--- config.mk ---
export PLATFORM = sky130hd
export DESIGN_NAME = sram_bitstream_reader
export DESIGN_NICKNAME = d
export VERILOG_FILES = /design/src/rtl/bitstream_pkg.sv /design/src/rtl/bit_shift_buffer.sv /design/src/rtl/sram_bitstream_reader.sv
export SDC_FILE = /design/constraint.sdc
export NUM_CORES = 1
export LEC_CHECK = 0
export ABC_AREA = 1
export CORE_MARGIN = 2
export CORE_UTILIZATION = 41
export DETAILED_ROUTE_END_ITERATION = 12
export SYNTH_ARGS = -nofsm -noshare
export SYNTH_HDL_FRONTEND = slang
export SYNTH_SLANG_ARGS = --single-unit
--- constraint.sdc ---
create_clock -name Clock -period 11.4 [get_ports Clock]
set_input_delay 1.14 -clock Clock [delete_from_list [all_inputs] [get_ports Clock]]
set_output_delay 1.14 -clock Clock [all_outputs]
set_load 0.05 [all_outputs]
--- src/rtl/bitstream_pkg.sv ---
// Shared widths, types and helpers for the SRAM bitstream reader and its bit buffer.
package bitstream_pkg;

    localparam int BUF_W_DEFAULT = 64;
    localparam int WIN_W_DEFAULT = 32;
    localparam int WORD_W        = 16;
    localparam int ADDR_W        = 18;
    localparam int FILL_W        = $clog2(BUF_W_DEFAULT + 1);
    localparam int CNT_W         = $clog2(WIN_W_DEFAULT + 1);

    typedef logic [FILL_W-1:0] fill_t;
    typedef logic [CNT_W-1:0]  cnt_t;
    typedef logic [WORD_W-1:0] word_t;
    typedef logic [ADDR_W-1:0] addr_t;

    typedef enum logic {
        S_IDLE,
        S_STREAM
    } rd_state_e;

    function automatic int count_ones(input logic [15:0] v);
        int n;
        n = 0;
        for (int i = 0; i < 16; i++) begin
            if (v[i]) n++;
        end
        return n;
    endfunction

endpackage

--- src/rtl/bit_shift_buffer.sv ---
// Left-justified bit FIFO: oldest bit sits at the MSB, new words are appended directly
// behind the valid bits after any same-cycle consume.
module bit_shift_buffer
    import bitstream_pkg::*;
#(
    parameter int BUF_W = BUF_W_DEFAULT,
    parameter int WIN_W = WIN_W_DEFAULT
) (
    input  logic             clk_i,
    input  logic             rst_i,
    input  logic             flush_i,
    input  logic             consume_i,
    input  cnt_t             consume_n_i,
    input  logic             append_en_i,
    input  word_t            append_word_i,
    output logic [WIN_W-1:0] win_o,
    output fill_t            fill_o,
    output fill_t            fill_pc_o,
    output logic             underflow_o
);

    logic [BUF_W-1:0] buf_q, buf_d, shifted;
    fill_t            fill_q, fill_d, fill_pc;
    logic             underflow_q, underflow_d;

    always_comb begin
        shifted     = buf_q;
        fill_pc     = fill_q;
        underflow_d = underflow_q;
        if (consume_i && (consume_n_i != '0)) begin
            if (FILL_W'(consume_n_i) > fill_q) begin
                // Over-consume drains everything so bits below fill stay zero.
                shifted     = '0;
                fill_pc     = '0;
                underflow_d = 1'b1;
            end else begin
                shifted = buf_q << consume_n_i;
                fill_pc = fill_q - FILL_W'(consume_n_i);
            end
        end

        buf_d  = shifted;
        fill_d = fill_pc;
        if (append_en_i) begin
            buf_d  = shifted | ({append_word_i, {(BUF_W - WORD_W){1'b0}}} >> fill_pc);
            fill_d = fill_pc + FILL_W'(WORD_W);
        end
    end

    always_ff @(posedge clk_i) begin
        if (rst_i || flush_i) begin
            buf_q       <= '0;
            fill_q      <= '0;
            underflow_q <= 1'b0;
        end else begin
            buf_q       <= buf_d;
            fill_q      <= fill_d;
            underflow_q <= underflow_d;
        end
    end

    always_ff @(posedge clk_i) begin
        if (!rst_i) assert (int'(fill_q) <= BUF_W);
    end

    assign win_o       = buf_q[BUF_W-1 -: WIN_W];
    assign fill_o      = fill_q;
    assign fill_pc_o   = fill_pc;
    assign underflow_o = underflow_q;

endmodule

--- src/rtl/sram_bitstream_reader.sv ---
// Streams sequential 16-bit SRAM words into an MSB-first peek window for the M3 decoder.
// Owns the read address counter, the in-flight tag pipe and the read issue rule.
module sram_bitstream_reader
    import bitstream_pkg::*;
#(
    parameter int READ_LATENCY = 2,
    parameter int BUF_W        = BUF_W_DEFAULT,
    parameter int WIN_W        = WIN_W_DEFAULT
) (
    input  logic             Clock,
    input  logic             Reset,
    input  logic             start,
    input  addr_t            base_address,
    input  logic             enable,
    input  word_t            SRAM_read_data,
    input  logic             consume,
    input  cnt_t             consume_n,
    output addr_t            SRAM_address,
    output logic             SRAM_we_n,
    output logic [WIN_W-1:0] window,
    output logic             window_valid,
    output fill_t            fill,
    output addr_t            words_read,
    output logic             underflow_err
);

    rd_state_e               state_q, state_d;
    addr_t                   addr_q, addr_d;
    addr_t                   words_q, words_d;
    logic [READ_LATENCY-1:0] tag_q, tag_d;
    logic                    issue, arrive;
    int                      inflight;
    fill_t                   fill_w, fill_pc;

    assign arrive = tag_q[READ_LATENCY-1];

    always_comb begin
        inflight = count_ones(16'(tag_q));
        // Budget against the post-consume fill so a 16-bit/cycle consumer never starves.
        issue = (state_q == S_STREAM) && enable && !start &&
                ((int'(fill_pc) + WORD_W * (inflight + 1)) <= BUF_W);

        state_d  = state_q;
        tag_d    = tag_q << 1;
        tag_d[0] = issue;
        addr_d   = issue  ? addr_q + ADDR_W'(1)  : addr_q;
        words_d  = arrive ? words_q + ADDR_W'(1) : words_q;

        if (start) begin
            // Clearing the tags drops every read issued before the restart.
            state_d = S_STREAM;
            addr_d  = base_address;
            tag_d   = '0;
            words_d = '0;
        end
    end

    always_ff @(posedge Clock) begin
        if (Reset) begin
            state_q <= S_IDLE;
            addr_q  <= '0;
            tag_q   <= '0;
            words_q <= '0;
        end else begin
            state_q <= state_d;
            addr_q  <= addr_d;
            tag_q   <= tag_d;
            words_q <= words_d;
        end
    end

    bit_shift_buffer #(
        .BUF_W(BUF_W),
        .WIN_W(WIN_W)
    ) u_buf (
        .clk_i        (Clock),
        .rst_i        (Reset),
        .flush_i      (start),
        .consume_i    (consume),
        .consume_n_i  (consume_n),
        .append_en_i  (arrive),
        .append_word_i(SRAM_read_data),
        .win_o        (window),
        .fill_o       (fill_w),
        .fill_pc_o    (fill_pc),
        .underflow_o  (underflow_err)
    );

    assign SRAM_address = addr_q;
    assign SRAM_we_n    = 1'b1;
    assign fill         = fill_w;
    assign window_valid = (fill_w >= FILL_W'(WIN_W));
    assign words_read   = words_q;

endmodule

==> results of run 1 <==
-- critical path: stages --
cell and delay, ps:
buf_2 70, buf_4 480, clkinv_1 630, buf_4 410
ha_1 380, nand2_1 130, nand2_1 70, a21oi_2 220
nand2_4 120, nand2_8 100, inv_4 70, a31oi_4 230
inv_2 180, ha_1 330, a21o_1 180, a2111oi_4 580
nand2_4 260, nand2_2 260, o21a_1 160, nor2_1 40
-- placed cells by master (no fill, tap or decap), drive strengths merged, types with 2 or more instances in the layout --
| master | Yosys | layout |
|---|---|---|
| o21a | 7 | 7 |
| a211oi | 2 | 2 |
| a21oi | 114 | 114 |
| nor3 | 15 | 15 |
| a22oi | 30 | 30 |
| nor4 | 2 | 2 |
| inv | 114 | 119 |
| o211ai | 8 | 8 |
| buf | 97 | 23 |
| a31oi | 20 | 20 |
| clkinv | 4 | 6 |
| o22ai | 3 | 3 |
| nand3 | 267 | 267 |
| and2 | 7 | 7 |
| nand4 | 22 | 22 |
| ha | 14 | 14 |
| clkdlybuf4s50 | 0 | 117 |
| dfxtp | 111 | 111 |
| a32oi | 2 | 2 |
| clkbuf | 59 | 9 |
| mux2i | 13 | 13 |
| o21ai | 161 | 161 |
| or2 | 19 | 19 |
| fa | 2 | 2 |
| nand2 | 648 | 648 |
| xnor2 | 6 | 6 |
| nor2 | 114 | 114 |
| xor2 | 13 | 13 |
| o31ai | 4 | 4 |
-- power groups by stage --
stage	clock network (W)	logic (W)	registers (W)
finish	0.000349	0.000234	0.000398
global route	0.000366	0.000255	0.000399
CTS	0.000352	0.000230	0.000398
detailed placement	0	0.000229	0.000407
global placement	0	0.000230	0.000407
floorplan	0	0.000142	0.000420
-- flip-flops by register name, indices dropped and copies added (netlist names) --
| signal | flops |
|---|---|
| u_buf.underflow_o | 1 |
| words_read | 18 |
| SRAM_address | 18 |
| u_buf.fill_o | 7 |
| state_q | 1 |
| tag_q | 2 |
| u_buf.buf_q | 64 |
-- cell families after synthesis --
family	Yosys count
mux	13
other cells	1
flops	111
fa+ha+maj	16
xor+xnor	19
buf+inv	274
compound gates	356
simple gates	1095
-- metrics by stage --
step | hold WS (ps) | area (um2) | power, W | util [%] | setup WS (ps)
2_1_floorplan | 440.6 | 10700 | 0.0005619 | - | 6604
3_3_place_gp | 439.6 | 11660 | 0.0006369 | 45.14 | 5420
3_5_place_dp | 443.0 | 11660 | 0.0006360 | 45.14 | 5269
4_1_cts | 456.4 | 11980 | 0.0009795 | 46.38 | 5640
5_1_grt | 470.0 | 11980 | 0.001020 | 46.38 | 5202
6_report | 456.6 | 11980 | 0.0009815 | 46.38 | 5588
-- cell type report --
type	count	area, um2
Inverter	118	447.9
Fill cell	2877	13850
Clock buffer	9	225.2
Timing Repair Buffer	140	1334
Clock inverter	7	93.84
Multi-Input combinational cell	1500	7241
Tap cell	335	419.2
Sequential cell	111	2222
-- path summary, 6_finish.rpt --
check,startpoint,to,cells past startpoint
setup / recovery,consume_n[4],SRAM_address[1],20
hold reg to reg,u_buf.underflow_o,u_buf.underflow_o,2
setup reg to reg,u_buf.fill_o[4],SRAM_address[1],16
hold / removal,u_buf.underflow_o,u_buf.underflow_o,2
-- routing by layer --
layer | up-vias | track usage, %
li1 | 6208 | -
met1 | 5872 | 42.85
met2 | 533 | 51.36
met3 | 77 | 4.695
met4 | 0 | 11.83
met5 | - | 0
==> results.md, run 1 <==
* Fraction of registers with async set/reset at 0%
* Hold Vio Cnt, Final at 0
* Main combinational cell family by area after synthesis: simple AND/OR/NAND/NOR gates
* DR WL met3 at roughly 3.2 mm
* Post-CTS resize count at 0
* Most common cell in the netlist: nand2_1
* Setup CP Type: primary input to flop
* FF+latch count, synth at around 110
* Met2 wire length at about 20 mm
* Status: completed
* Register share of total power at approximately two fifths
* CTS tree: yes
* Post-synthesis adder-cell area fraction at under 10%
* Fin nets at slightly below 2,000
* Clock-pin slew on the worst setup and hold paths at approximately 80 ps
* Compound-gate portion of the synthesized area at between 10% and 20%
* Initial DRC count at roughly 1,300
* Clock power share at 35.6%
* Post-DRT Antenna Nets at 0
* Final WL at between 40 and 50 mm
* Die area at around 27,000 um2
* Pwr dens at about 80 nW/um2
* DR vias/cell at between 5 and 6
* Setup TNS at 0 ps
* Initial Util at about two fifths
* Core area at 25,840 um2
* Placed cells at between 2,000 and 2,500
* Standard-cell rows at 59
* Initial antenna violation count at 0
* P_int at roughly 0.00062 W
* Post-CTS setup buffer count at 0
* Non-Filler Instances at approximately 2,200
* Worst setup EP type: flop
* RSZ-0062 raised after global routing: no
* Slew @ Worst Pin at approximately 940 ps
* Bufs on Longest Clock Path at 2
* Multiplexer area fraction after synthesis at about 1.2%
* Clock skew at 14.05 ps
* FMAX at roughly 170 MHz
* IR drop worst, VDD at 0.07081 mV
* Most used DFF post-synth: dfxtp_1
* Synth Warn # at 0
* Largest net degree at the start of global routing at 78
* RePlAce Congestion at 1.005
* Met1 Routed Length at roughly 19 mm
* Psw at about 0.00036 W
* Max Used Layer: met4
* Hold Crit Class: flop to flop
* Pre-Repair DR Iteration Count at 6
* Share of layout cells above drive strength 1 at 5.093%
* Distinct cells, synth at 54
* Worst Path Max Fanout at 55
* Post-synth EDFFs at 0
* Max-Cap Viols at 0
* Slew margin rel. at 36.96%
* Crit share post-route at about 50%
* Comb power frac at 23.8%
* Post-synth top area share at 22.35%
* Port-buffer cells at between 100 and 150
* Die width at between 150 and 200 um
* Dpl hpwl at ~33 mm
* Max-slew violations at 0
* Pleak at 4.903 nW
* Min cycle time layout at 5812 ps
* GRT overflow at 0
* Die H at around 170 um
* Mean area per synthesized cell at between 5 and 6 um2
* Post-synthesis xor/xnor area fraction at under 10%
* Syn_nets at just under 2,000
* Top cells by count, synth: nand2_1 (637), nand3_1 (265), o21ai_0 (143)
* Post-Syn Instances at approximately 1,900
* Crit path DAT at a little over 6000 ps
* # setup viols final at 0
* Sw frac at between 30% and 40%
* TritonCTS Sinks at 111
* Critical Path RT at ~12,000 ps
* DRC at 0
* First-pass GRT wire length at 66.12 mm
* Htree depth at 3
* Total track usage at 31.78%
* Post-Syn Area at between 10,000 and 15,000 um2
* Drt wl/cell at slightly below 20 um
* Total number of vias at between 10,000 and 15,000
* Antenna cells at 0
* IO Pins at between 100 and 150
* # hold bufs at CTS at 0
* FF-to-FF setup slack at 7630 ps
* Main area contributors after synthesis: nand2_1 (22%), dfxtp_1 (21%), nand3_1 (12%)
* Clk root buf: clkbuf_16
* Dominant cell type by area after synthesis: nand2_1
* Seq/Total Area, Yosys at around a fifth
* Worst-Skew Late Latency at 380 ps
* Vias in the first global route at 11,540
* Layout area overhead at 12.01%
* Cts bufs inserted at 9
* Synth Area in Simple Gates at 43.99%
* Startpoint Class: primary input
Power figures use the tool's default switching activity.
==> run 2, diff against run 1 <==
- clock period: 11.4 -> 5.5 ns (I/O delays scaled with it)
==> run 2 against run 1 <==
  * Core utilization grew 0.12 points
  * Global-route usage decreased by 0.069 points
  * Critical path depth down 2
  * First-iteration DRC count up 11%
  * Worst setup slack worse by 4600 ps
  * Clock power is 110% higher
  * Critical endpoint unchanged
  * Largest cell class unchanged
  * Largest power group unchanged
==> results.md, run 2 (same netlist as run 1, synthesis figures left out) <==
* Initial antenna violation count at 1 (was 0)
* RSZ-0062 raised after global routing: no (unchanged)
* Crit path DAT at 4770 ps (was 6080 ps)
* Critical Path RT at 5760 ps (was 11,670 ps)
* Biggest register: u_buf.buf_q (unchanged)
* Psw at 0.0007518 W (was 0.0003583 W)
* WP buf/inv at 5 (was 6)
* Post-CTS resize count at 0 (unchanged)
* Total number of vias at 12,762 (was 12,690)
* Fillers at 2,871 (was 2,877)
* Core area at 25,840 um2 (unchanged)
* Min cycle time layout at roughly 4500 ps
* Max-slew violations at 0 (unchanged)
* Initial Util at 41.40% (unchanged)
* Slowest CP cell: clkdlybuf4s50_1 (was clkinv_1)
* Comb power frac at 24.0% (was 23.8%)
* Vias in the first global route at 11,464 (was 11,540)
* Post-DRT Antenna Nets at 0 (unchanged)
* Largest net degree at the start of global routing at 76 (was 78)
* Clk root buf: clkbuf_16 (unchanged)
* Final Util at 46.49% (was 46.38%)
* CP startpoint: consume_n[5] (was consume_n[4])
* Setup TNS at 0 ps (unchanged)
* First-pass GRT wire length at 66.15 mm (was 66.12 mm)
* Pre-Repair DR Iteration Count at 6 (unchanged)
* Slew @ Worst Pin at 1007 ps (was 942.1 ps)
* Reg-to-Reg Start: u_buf.fill_o[4] (unchanged)
* IR drop worst, VDD at 0.1440 mV (was 0.07081 mV)
* Hold Crit Class: flop to flop (unchanged)
* Die H at 165.5 um (unchanged)
* Most common cell after layout, fill and taps aside: nand2_1 (unchanged)
* Hold Vio Cnt, Final at 0 (unchanged)
* Die area at 27,400 um2 (unchanged)
* Pwr dens at 170.4 nW/um2 (was 81.91 nW/um2)
* DR vias/cell at 5.738 (was 5.716)
* Cts bufs inserted at 9 (unchanged)
* Slew margin rel. at 32.61% (was 36.96%)
* FF-to-FF setup slack at 1780 ps (was 7630 ps)
* Layout area overhead at 12.29% (was 12.01%)
* Worst Path Max Fanout at 19 (was 55)
* Final WL at 43.92 mm (was 43.54 mm)
* Status: completed (unchanged)
* Register share of total power at 40.3% (was 40.6%)
* Register area at 2222 um2 (unchanged)
* # setup viols final at 0 (unchanged)
* Pleak at 4.922 nW (was 4.903 nW)
* IO Pins at 123 (unchanged)
* Max-Cap Viols at 0 (unchanged)
* Fin nets at 1,945 (was 1,941)
* Multi-input logic area at 7241 um2 (unchanged)
* CP Capture Point: SRAM_address[1] (unchanged)
* Htree depth at 3 (unchanged)
* P_int at 0.001296 W (was 0.0006232 W)
* Worst-Skew Late Latency at 380 ps (about the same)
* Drt wl/cell at 19.75 um (was 19.61 um)
* Port-buffer cells at 121 (unchanged)
* Most frequent cells in the layout: nand2_1 (637), nand3_1 (265), o21ai_0 (143) (unchanged)
* Sw frac at 36.72% (was 36.51%)
* Standard-cell rows at 59 (unchanged)
* Total track usage at 31.71% (was 31.78%)
* Post-CTS setup buffer count at 0 (unchanged)
* Startpoint Class: primary input (unchanged)
* Dpl hpwl at 33.51 mm (was 33.27 mm)
* TritonCTS Sinks at 111 (unchanged)
* Clock skew at 15.85 ps (was 14.05 ps)
* GRT overflow at 0 (unchanged)
* CTS tree: yes (unchanged)
* CP Depth at 18 (was 20)
* Share of layout cells above drive strength 1 at 5.294% (was 5.093%)
* CP Cell Sequence: clkdlybuf4s50_1 -> clkinv_1 -> ha_1 -> inv_1 -> nor3_1 -> nand2_1 -> nand2_4 -> nand2_8 -> inv_4 -> a31oi_4 -> inv_2 -> ha_1 -> a21o_1 -> a2111oi_4 -> nand2_4 -> nand2_2 -> o21a_1 -> nor2_1 (was buf_2 -> buf_4 -> clkinv_1 -> buf_4 -> ha_1 -> nand2_1 -> nand2_1 -> a21oi_2 -> nand2_4 -> nand2_8 -> inv_4 -> a31oi_4 -> inv_2 -> ha_1 -> a21o_1 -> a2111oi_4 -> nand2_4 -> nand2_2 -> o21a_1 -> nor2_1)
* Register-to-Register Path Depth at 16 (unchanged)
* RePlAce Congestion at 0.9959 (was 1.005)
* Clock-pin slew on the worst setup and hold paths at 80 ps (about the same)
* Die width at 165.5 um (unchanged)
* Initial DRC count at 1,450 (was 1,307)
* Crit-path leading delay family: buffers and inverters (unchanged)
* Bufs on Longest Clock Path at 2 (unchanged)
* Number of flip-flops in the largest register at 64 (unchanged)
* Reg2Reg Capture Point: SRAM_address[1] (unchanged)
* Antenna cells at 0 (unchanged)
* FMAX at about 220 MHz
* # hold bufs at CTS at 0 (unchanged)
* DRC at 0 (unchanged)
* Crit share post-route at between 80% and 90%
* Clock power share at 35.7% (was 35.6%)
* Slowest stage delay, CP at 620 ps (was 630 ps)
* Worst setup EP type: flop (unchanged)
* Setup CP Type: primary input to flop (unchanged)
## run 2: per-stage QoR
stage               hold WS [ps]  instance area, um2  setup WS [ps]  instances  power [W]
global route               476.4               12010          615.5       2224   0.002117
finish                     455.7               12010          991.8       2224   0.002048
floorplan                  440.6               10700           1294       1885   0.001165
detailed placement         443.0               11690          668.6       2208   0.001322
CTS                        456.4               12010           1038       2224   0.002036
global placement           441.3               11690          746.6       2208   0.001324
## run 2: worst min-delay path by stage
stage	from	to	slack [ps]	cells after the start
CTS	u_buf.underflow_o	u_buf.underflow_o	460	2
global route	u_buf.underflow_o	u_buf.underflow_o	480	2
floorplan	tag_q[0]	tag_q[1]	440	2
finish	u_buf.underflow_o	u_buf.underflow_o	460	2
detailed placement	u_buf.underflow_o	u_buf.underflow_o	440	2
global placement	u_buf.underflow_o	u_buf.underflow_o	440	2
## run 2: power groups by stage
stage / clock network, W / logic [W] / registers (W)
after detailed placement: 0 / 0.000479 / 0.000844
after global placement: 0 / 0.000480 / 0.000844
after global routing: 0.000759 / 0.000531 / 0.000827
final: 0.000732 / 0.000491 / 0.000826
after floorplan: 0 / 0.000295 / 0.000870
after CTS: 0.000731 / 0.000481 / 0.000825
## run 2: worst reg2reg max path, stage by stage, from the launching register on
cell and delay [ps]:
dfxtp_1 400, ha_1 310, nand2_1 130, nand2_1 70, a21oi_2 210, nand2_4 110
nand2_8 110, inv_4 70, a31oi_4 230, inv_2 170, ha_1 320, a21o_1 180
a2111oi_4 590, nand2_4 260, nand2_2 260, o21a_1 160, nor2_1 40
## run 2: area by class of cell
class	count	share of cell area [%]
well taps	335	3.489
repair buffers	144	11.35
flip-flops and latches	111	18.50
multi-input cells	1500	60.27
clock inverters	7	0.7812
clock buffers	9	1.875
inverters	118	3.729
## run 2: layer usage
| metal | global-route usage (%) | wire length [um] |
|---|---|---|
| met1 | 42.47 | 18810 |
| met2 | 50.45 | 19830 |
| met3 | 6.494 | 3688 |
| met4 | 11.29 | 1567 |
| met5 | 0 | 14 |
==> run 3, diff against run 2 <==
- clock period: 5.5 -> 4.7 ns (I/O delays scaled with it)
==> run 3 against run 2 <==
  * Sequential power increased by 17%
  * Worst setup slack got worse by 260 ps
  * Total power increased by 17%
  * Core utilization increased by 0.32 points
  * Clock-buffer cell count unchanged
  * Die area unchanged
  * Clock power increased by 15%
  * Critical path depth unchanged
  * Flip-flop and latch count unchanged
  * Critical path type unchanged
==> results.md, run 3 (same netlist as run 1, synthesis figures left out) <==
* Status: completed (unchanged)
* Hold Crit Class: flop to flop (unchanged)
* WHS at 462.9 ps (was 455.7 ps)
* Most common cell after layout, fill and taps aside: nand2_1 (unchanged)
* Initial Util at 41.40% (unchanged)
* IR drop worst, VDD at 0.1508 mV (was 0.1440 mV)
* DRC at 0 (unchanged)
* Min cycle time layout at between 3000 and 4000 ps
* Non-Filler Instances at 2,230 (was 2,224)
* Fillers at 2,904 (was 2,871)
* Most frequent cells in the layout: nand2_1 (637), nand3_1 (265), o21ai_0 (143) (unchanged)
* Comb power frac at 24.5% (was 24.0%)
* Post-CTS resize count at 0 (unchanged)
* Multi-input logic area at 7241 um2 (unchanged)
* TritonCTS Sinks at 111 (unchanged)
* Final WS setup at 732.2 ps (was 991.8 ps)
* # setup viols final at 0 (unchanged)
* Bufs on Longest Clock Path at 2 (unchanged)
* FMAX at between 200 and 300 MHz
* Largest net degree at the start of global routing at 76 (unchanged)
* Port-buffer cells at 121 (unchanged)
* Clock power share at 35.2% (was 35.7%)
* Worst Path Max Fanout at 19 (unchanged)
* Antenna cells at 0 (unchanged)
* Crit path DAT at 4230 ps (was 4770 ps)
* IO Pins at 123 (unchanged)
* Die H at 165.5 um (unchanged)
* Pwr dens at 197.9 nW/um2 (was 170.4 nW/um2)
* First-pass GRT wire length at 68.03 mm (was 66.15 mm)
* Slew margin rel. at 27.18% (was 32.61%)
* # hold bufs at CTS at 0 (unchanged)
* Psw at 0.0008761 W (was 0.0007518 W)
* RePlAce Congestion at 0.9723 (was 0.9959)
* Startpoint Class: primary input (unchanged)
* P_int at 0.001517 W (was 0.001296 W)
* Critical Path RT at 4960 ps (was 5760 ps)
* Register-to-Register Path Depth at 17 (was 16)
* Hold Vio Cnt, Final at 0 (unchanged)
* Cts bufs inserted at 9 (unchanged)
* Clock-pin slew on the worst setup and hold paths at 80 ps (about the same)
* Clk root buf: clkbuf_16 (unchanged)
* Vias in the first global route at 11,663 (was 11,464)
* Max-slew violations at 0 (unchanged)
* Reg2Reg Capture Point: SRAM_address[1] (unchanged)
* Register area at 2222 um2 (unchanged)
* Crit share post-route at 84.42%
* Biggest register: u_buf.buf_q (unchanged)
* GRT overflow at 0 (unchanged)
* Drt wl/cell at 19.82 um (was 19.75 um)
* Standard-cell rows at 59 (unchanged)
* Htree depth at 3 (unchanged)
* Max-Cap Viols at 0 (unchanged)
* Initial antenna violation count at 1 (unchanged)
* WHS Path Cells at 2 (unchanged)
* Dpl hpwl at 34.08 mm (was 33.51 mm)
* Hold endpoint: u_buf.underflow_o (unchanged)
* Layout area overhead at 13.06% (was 12.29%)
* Register share of total power at 40.3% (about the same)
* Worst setup EP type: flop (unchanged)
* Initial DRC count at 1,477 (was 1,450)
* Die width at 165.5 um (unchanged)
* Total number of vias at 12,831 (was 12,762)
* Die area at 27,400 um2 (unchanged)
* DR vias/cell at 5.754 (was 5.738)
* Pleak at 4.965 nW (was 4.922 nW)
* Setup CP Type: primary input to flop (unchanged)
* RSZ-0062 raised after global routing: no (unchanged)
* Worst hold path startpoint: u_buf.underflow_o (unchanged)
* Total track usage at 32.61% (was 31.71%)
* FF-to-FF setup slack at 1180 ps (was 1780 ps)
* Final WL at 44.21 mm (was 43.92 mm)
* Worst-Skew Late Latency at 380 ps (about the same)
* Slew @ Worst Pin at 1088 ps (was 1007 ps)
* Sw frac at 36.61% (was 36.72%)
* Post-DRT Antenna Nets at 0 (unchanged)
* Post-CTS setup buffer count at 0 (unchanged)
* Fin nets at 1,951 (was 1,945)
* Pre-CTS WS at 368.8 ps (was 668.6 ps)
* Share of layout cells above drive strength 1 at 5.594% (was 5.294%)
* CTS tree: yes (unchanged)
* Reg-to-Reg Start: u_buf.fill_o[4] (unchanged)
* Number of flip-flops in the largest register at 64 (unchanged)
* Clock skew at 21.16 ps (was 15.85 ps)
* Pre-Repair DR Iteration Count at 5 (was 6)
* Placed cells at 2,214 (was 2,208)
* Setup TNS at 0 ps (unchanged)
* Core area at 25,840 um2 (unchanged)
[run 3: changes by cell type in the layout (fill, tap and decap cells not counted)]
cell      change
buf_12        +3
buf_4         +3
clkinv_8      +1
inv_12        -1
[run 3: metrics by stage]
step / utilization, % / area, um2 / power, W
after floorplan: - / 10700 / 0.001363
after global placement: 45.58 / 11780 / 0.001563
after detailed placement: 45.58 / 11780 / 0.001560
after CTS: 46.81 / 12100 / 0.002390
after global routing: 46.81 / 12100 / 0.002485
final: 46.81 / 12100 / 0.002393
[run 3: layout make-up]
| class | instances | area share [%] |
|---|---|---|
| Timing Repair Buffer | 150 | 11.96 |
| Inverter | 118 | 3.703 |
| Clock inverter | 7 | 0.7758 |
| Multi-Input combinational cell | 1500 | 59.86 |
| Sequential cell | 111 | 18.37 |
| Tap cell | 335 | 3.465 |
| Clock buffer | 9 | 1.862 |
[run 3: per-layer routing]
layer	wire length, um	global-route usage (%)	part of all wire (%)
met5	0	0	0
met1	19080	44.58	43
met2	19980	52.11	45
met4	1348	10.27	3.0
met3	3802	5.719	8.6
[run 3: critical path: stages]
cell and delay, ps:
clkdlybuf4s50_1 650, inv_1 140, ha_1 420, nand2_1 70, nor3_1 130, nand2_1 140, nand2_4 120, nand2_8 90
o21ai_2 250, ha_1 240, fa_1 430, nor3_2 210, nand4_2 120, nand2_4 160, nand2_4 160, nand2_2 230
o21a_1 160, nor2_1 40
[run 3: how the worst max path moves through the flow]
stage / startpoint / to / cells after the start
floorplan: consume_n[2] / SRAM_address[12] / 21
global placement: consume_n[3] / SRAM_address[1] / 18
detailed placement: consume_n[3] / SRAM_address[1] / 18
CTS: consume_n[3] / SRAM_address[1] / 18
global route: consume_n[3] / SRAM_address[6] / 18
finish: consume_n[3] / SRAM_address[1] / 18
[run 3: power groups by stage]
stage	clock network (W)	registers, W	logic, W
after CTS	0.000849	0.000965	0.000575
final	0.000842	0.000966	0.000586
after floorplan	0	0.00102	0.000345
after detailed placement	0	0.000987	0.000573
after global placement	0	0.000988	0.000575
after global routing	0.000883	0.000968	0.000635
